`src/rtl/mips_int_pkg.sv`:
```
// mips_int_pkg: shared state encoding and sizing helpers for the interrupt controller.
package mips_int_pkg;
    typedef enum logic [1:0] {IDLE, REQ, SERVICE} state_t;
    localparam logic [31:0] VECTOR_STRIDE = 32'd8;
    function automatic int id_w(input int n);
        return (n > 1) ? $clog2(n) : 1;
    endfunction
endpackage

```
`src/rtl/mips_irq_sync.sv`:
```
// mips_irq_sync: multi-flop synchroniser for one async interrupt line plus rising-edge detect.
module mips_irq_sync #(
    parameter int STAGES = 2
) (
    input  logic clk,
    input  logic rst,
    input  logic irq,
    output logic s,
    output logic rise
);
    logic [STAGES-1:0] sync;
    logic prev;
    always_ff @(posedge clk or negedge rst) begin
        if (!rst) begin
            sync <= '0;
            prev <= 1'b0;
        end else begin
            sync <= {sync[STAGES-2:0], irq};
            prev <= sync[STAGES-1];
        end
    end
    assign s    = sync[STAGES-1];
    assign rise = s & ~prev;
endmodule

```
`src/rtl/mips_int_ctrl.sv`:
```
// mips_int_ctrl: latches synchronised IRQ lines as pending requests and presents the
// lowest-index enabled one to the CPU with an ack / end-of-interrupt handshake.
module mips_int_ctrl
    import mips_int_pkg::*;
#(
    parameter int N_IRQ = 4,
    parameter int SYNC_STAGES = 2,
    parameter logic [31:0] VECTOR_BASE = 32'h0000_0180,
    parameter logic [N_IRQ-1:0] MASK_RESET = '1,
    localparam int ID_W = id_w(N_IRQ)
) (
    input  logic             clk,
    input  logic             rst,
    input  logic [N_IRQ-1:0] irq_in,
    input  logic [N_IRQ-1:0] edge_mode,
    input  logic             mask_we,
    input  logic [N_IRQ-1:0] mask_wdata,
    output logic             int_req,
    output logic [ID_W-1:0]  int_id,
    output logic [31:0]      int_vector,
    input  logic             int_ack,
    input  logic             int_eoi,
    output logic [N_IRQ-1:0] pending,
    output logic [N_IRQ-1:0] mask,
    output logic             in_service
);
    logic [N_IRQ-1:0] s, rise, clr, eligible;
    logic [ID_W-1:0] winner;
    state_t state;

    for (genvar g = 0; g < N_IRQ; g++) begin : g_line
        mips_irq_sync #(.STAGES(SYNC_STAGES)) u_sync (
            .clk (clk),
            .rst (rst),
            .irq (irq_in[g]),
            .s   (s[g]),
            .rise(rise[g])
        );
        assign clr[g] = (state == REQ) && int_ack && (int_id == ID_W'(g));
    end

    assign eligible = pending & mask;

    always_comb begin
        winner = '0;
        for (int i = N_IRQ - 1; i >= 0; i--)
            if (eligible[i]) winner = ID_W'(i);
    end

    // Edge lines hold until acked (a new rise wins over the clear); level lines track s.
    always_ff @(posedge clk or negedge rst) begin
        if (!rst) begin
            pending    <= '0;
            mask       <= MASK_RESET;
            state      <= IDLE;
            int_req    <= 1'b0;
            int_id     <= '0;
            in_service <= 1'b0;
        end else begin
            pending <= (edge_mode & (rise | (pending & ~clr))) | (~edge_mode & s);
            if (mask_we) mask <= mask_wdata;
            case (state)
                IDLE:
                    if (|eligible) begin
                        int_id  <= winner;
                        state   <= REQ;
                        int_req <= 1'b1;
                    end
                REQ:
                    if (int_ack) begin
                        state      <= SERVICE;
                        int_req    <= 1'b0;
                        in_service <= 1'b1;
                    end else if (!mask[int_id]) begin
                        state   <= IDLE;
                        int_req <= 1'b0;
                    end
                SERVICE:
                    if (int_eoi) begin
                        state      <= IDLE;
                        in_service <= 1'b0;
                    end
                default: state <= IDLE;
            endcase
        end
    end

    assign int_vector = VECTOR_BASE + 32'(int_id) * VECTOR_STRIDE;
endmodule

```
`config.mk`:
```
export PLATFORM = sky130hd
export DESIGN_NAME = mips_int_ctrl
export DESIGN_NICKNAME = d
export VERILOG_FILES = /design/src/rtl/mips_int_pkg.sv /design/src/rtl/mips_irq_sync.sv /design/src/rtl/mips_int_ctrl.sv
export SDC_FILE = /design/constraint.sdc
export NUM_CORES = 1
export LEC_CHECK = 0
export CAP_MARGIN = 40
export CORE_UTILIZATION = 39
export DETAILED_ROUTE_END_ITERATION = 6
export MAX_ROUTING_LAYER = met4
export PLACE_DENSITY = 0.78
export RECOVER_POWER = 50
export SLEW_MARGIN = 20
export SYNTH_ARGS = -nofsm -noshare
export SYNTH_HDL_FRONTEND = slang
export SYNTH_SLANG_ARGS = --single-unit
```
`constraint.sdc`:
```
create_clock -name clk -period 2 [get_ports clk]
set_input_delay 0.2 -clock clk [delete_from_list [all_inputs] [get_ports clk]]
set_output_delay 0.2 -clock clk [all_outputs]
set_load 0.05 [all_outputs]
```
=== Word level (Yosys, flattened, before mapping) ===
Index checks and enable logic that the tools add are counted.

* Register bits after elaboration: 26
* Bits in latches: 0
* Memory bits (writable): 0
* ROM bits: 0
* Input bits: 17
* Output and inout bits: 44
* Logic and storage cells: 73
* Memories kept: 0

* Add/subtract/negate cells: 1
* Multipliers: 0
* Divide/modulo/power cells: 0
* Order comparisons: 1
* Eq/ne operators: 9
* Shift operators: 0
* Multiplexer cells: 18
* Bitwise operators: 16
* Reduce and logical (&&, ||, !) cells: 14

{| class="wikitable"
|+ Operator list
! cell !! count
|-
| $and A4 B4 Y4 || 4
|-
| $mux W2 || 8
|-
| $add A9 B5 Y10 const A || 1
|-
| $reduce_and A3 Y1 || 3
|-
| $not A4 Y4 || 2
|-
| $or A4 B4 Y4 || 2
|-
| $eq A2 B2 Y1 const B || 3
|-
| $mux W1 || 6
|-
| $ne A2 B2 Y1 const B || 3
|-
| $pmux W2 S3 || 1
|-
| $logic_and A1 B1 Y1 || 5
|-
| $and A1 B1 Y1 || 4
|-
| $eq A2 B1 Y1 const B || 2
|-
| $logic_not A2 Y1 || 2
|-
| $not A1 Y1 || 4
|-
| $pmux W1 S2 || 2
|-
| $reduce_bool A2 Y1 || 2
|-
| $reduce_or A4 Y1 || 1
|-
| $lt A2 B3 Y1 const B || 1
|-
| $ne A3 B3 Y1 const B || 1
|-
| $bmux W1 S2 || 1
|-
| $reduce_and A2 Y1 || 1
|}

=== Depth between registers and ports, before layout ===
* Depth in word-level cells: 8
* Gate-level depth with buffers: 5
* Depth with buffers taken out: 4

=== By module ===
Synthesis repeated with hierarchy kept, for this count alone.

* Cells, all modules: 111
* Area, all modules: 1263.7 µm²

{| class="wikitable"
|+ Modules (own cells, without submodules)
! module !! instances !! cells an instance !! area an instance (µm²)
|-
| mips_int_ctrl || 1 || 95 || 908.4
|-
| mips_irq_sync || 4 || 4 || 88.8
|}

=== Worst setup path before layout ===
Ideal clock, no wire load.

* Path type: reg-to-reg
* Start: register mask[1]
* End: register int_id[0]
* Setup time: 0.125 ns
* Arrival time: 1.554 ns
* Required time: 1.875 ns
* Path slack: 0.321 ns
* Cell stages (with the launch flop): 5
* Path through: dfstp_2 > a22oi_1 > or3_4 > nand2b_2 > mux2_4

* Longest elaborated chain between the ends: 3

{| class="wikitable"
|+ RTL lines
! element !! line !! RTL
|-
| from (decl) || mips_int_ctrl.sv:24 || <nowiki>output logic [N_IRQ-1:0] mask,</nowiki>
|-
| from (signal assigned) || mips_int_ctrl.sv:61 || <nowiki>if (mask_we) mask <= mask_wdata;</nowiki>
|-
| $and A4 B4 Y4 (*) || mips_int_ctrl.sv:42 || <nowiki>assign eligible = pending & mask;</nowiki>
|-
| $reduce_or A4 Y1 or $mux W2 (tied branches) || mips_int_ctrl.sv:64, mips_int_ctrl.sv:47 ||
|-
| $reduce_and A2 Y1 (no line) or $mux W2 (tied branches) || n/a ||
|-
| to (signal assigned) || mips_int_ctrl.sv:65 || <nowiki>int_id <= winner;</nowiki>
|-
| to (decl) || mips_int_ctrl.sv:19 || <nowiki>output logic [ID_W-1:0] int_id,</nowiki>
|}

Mark *: on every way between the ends. The rest lies on a longest branch, timed or not.
A chain may end at the register's enable or synchronous reset.

=== Worst setup path in the final report ===
* Start: register mask[0]
* End: output mask[0]

No word-level cell between the ends.

==> impl_metrics.yaml <==
outcome:
  outcome: "complete, but fails checks"
  violations: "design-rule violations"
placed_design:
  portBuffers: 30
  place_hpwl_um: 1480
  routabilityCongestion: 0.747
worst_setup_path:
  required_ns: 1.80
  critPathMaxFanout: 5
  critPathBufInv: 1
  critical_path_arrival_ns: 1.72
  start_kind: "register"
  crit_path_end_kind: "primary output"
  crit_type: "reg -> out"
  critPathTopFamily: "buffers and inverters"
  critPathSlowestCell: "clkdlybuf4s50_1"
  cp_cell_sequence: "clkdlybuf4s50_1"
  slowest_delay_ns: 0.81
clock_network:
  ctsResizeCount: 0
  ctsHoldBuffers: 0
  insertion_delay_ns: 0.31
  post_cts_buffers: 0
  cts-root-buf: "clkbuf_4"
  cts.sinks: 26
  cts_buffers: 3
  clockBufferDepth: 2
  cts-htree-levels: 1
  cts_tree: "yes"
  cts.reportedPaths.clkPinSlew_ns: 0.14
timing:
  setup-tns-final_ns: 0
  hold-worst-slack_ns: 0.364
  tightest_slew_ns: 1.32
  slew_headroom_pct: 11.7
  grt_setup_unrepaired: "no"
  max_freq_mhz: 520
  post-route-min-period_ns: 1.92
  setup_viol: 0
  slew_viol_final: 0
  final.period_utilization_pct: 96.1
  finalHoldViolCount: 0
  fin_skew_ns: 0.00285
synthesis:
  syn_avg_cell_area_um2: 11.6
  synth_cell_types: 26
  netlist_area_mm2: 0.00121
  synth-warning-count: 0
  postSynthCellCount: 105
  synth_seq_cells: 26
  ys_seq_area_share_pct: 54.0
route:
  vias: 767
  drt_iter0_drc: 17
  drc: 8
  routed_wl_um: 1900
  routed_via_density: 4.62
  ant_nets: 0
  dr.pass1.iters: 6
  drt-wirelength-per-cell_um: 11.4
layout:
  mostFrequentLayoutCells: "conb_1, clkdlybuf4s50_1, dfrtp_1"
  mostFrequentLayoutCell: "conb_1"
  antenna_cells: 0
  nets: 153
  nFillCells: 259
  register_area_um2: 656
  layout-drive-gt1-share_pct: 11.9
  multi_input_area_um2: 409
  syn2layout_area_growth_pct: 20.8
floorplan:
  fp.coreArea_mm2: 0.00285
  row_count: 19
  io_pins: 61
  die_y_um: 57.8
  die_width_um: 57.8
  die-area_mm2: 0.00334
  initial_utilization_pct: 42.6
global_routing:
  grt_max_degree: 27
  grt_pass1_vias: 707
  overflow: 0
  grt_first_pass_wirelength_um: 3150
  grt_usage_pct: 12.6
  antenna_found_initial: 0
pwr:
  p_leak_uw: 0.000658
  powerDensity_mw_per_mm2: 1300
  vdd.ir_drop.worst_mv: 0.500
flow_run:
  drv_cap: 0
worst_hold_path:
  min_path_type: "reg -> reg"
cell usage after synthesis:
cell type / count / share of area [%]
buf_4: 33 / 20
dfrtp_1: 22 / 45
nand2_1: 11 / 3.4
dfstp_2: 4 / 8.7
mux2_2: 4 / 3.7
a21oi_1: 3 / 1.2
a32o_1: 3 / 2.5
nor2_1: 3 / 0.93
conb_1: 2 / 0.62
inv_1: 2 / 0.62
mux2i_1: 2 / 1.6
nand3b_1: 2 / 1.2
a211oi_1: 1 / 0.62
a22oi_1: 1 / 0.62
a32oi_1: 1 / 0.72
mux2_4: 1 / 1.2
nand2b_2: 1 / 0.72
nand3_1: 1 / 0.41
nor3_1: 1 / 0.41
nor3b_1: 1 / 0.62
o21a_1: 1 / 0.62
o21bai_1: 1 / 0.62
o311ai_0: 1 / 0.72
o31ai_1: 1 / 0.62
o32a_2: 1 / 0.93
or3_4: 1 / 0.93
cell type report:
type	count	share of cell area, %
Clock buffer	3	1.53
Clock inverter	1	2.05
Inverter	2	0.512
Multi-Input combinational cell	72	27.9
Sequential cell	26	44.7
Tap cell	31	2.64
Timing Repair Buffer	31	20.7
worst paths after layout:
check / startpoint / end / slack, ns / cells past startpoint
worst min-delay path: g_line[0].u_sync.sync[0] / g_line[0].u_sync.sync[1] / 0.36 / 0
worst min register to register: g_line[0].u_sync.sync[0] / g_line[0].u_sync.sync[1] / 0.36 / 0
worst max-delay path: mask[0] / mask[0] / 0.08 / 1
max in group asynchronous: rst / pending[0] / 0.53 / 2
worst max register to register: mask[3] / int_id[0] / 0.43 / 4
min in group asynchronous: rst / g_line[2].u_sync.prev / 0.70 / 2
state kept, by name (all words and copies together), names as in the netlist:
register            count
int_id                  2
in_service              1
state                   2
pending                 4
g_line.u_sync.sync      8
g_line.u_sync.prev      4
int_req                 1
mask                    4
where the power goes:
| part | total, µW | switching [µW] | leakage (µW) | internal (µW) |
|---|---|---|---|---|
| clock network | 352 | 150 | 0.0000279 | 203 |
| logic | 823 | 538 | 0.000329 | 285 |
| registers | 734 | 112 | 0.000301 | 622 |
metrics by stage:
step / instances / utilization [%] / total power, µW / setup slack [ns] / instance area [µm²]
3_3_place_gp: 162 / 49.7 / 1560 / 0.451 / 1420
5_1_grt: 166 / 51.4 / 2010 / 0.0152 / 1470
4_1_cts: 166 / 51.6 / 1920 / 0.0684 / 1470
6_report: 166 / 51.4 / 1910 / 0.0784 / 1470
2_1_floorplan: 133 / - / 1400 / 0.321 / 1320
3_5_place_dp: 162 / 49.7 / 1570 / 0.440 / 1420
layer usage:
| layer | track usage [%] | wire, µm | share of wire, % | up-vias |
|---|---|---|---|---|
| met3 | 2.01 | 154 | 8.1 | 4 |
| li1 | - | - | - | 354 |
| met4 | 3.06 | 17 | 0.90 | 0 |
| met5 | - | 0 | 0 | - |
| met1 | 16.6 | 815 | 43 | 353 |
| met2 | 20.4 | 907 | 48 | 56 |
cell families (layout without fill, tap and decap cells):
kind of cell | after synthesis | in the layout | share of synthesized area (%)
AOI/OAI and AO/OA | 14 | 14 | 9.17
buffers and inverters | 35 | 37 | 21.0
DFF | 26 | 26 | 54.0
muxes | 7 | 7 | 6.59
other | 2 | 30 | 0.618
and+or+nand+nor | 21 | 21 | 8.65
Note: power is estimated with default switching activity, not from simulation.
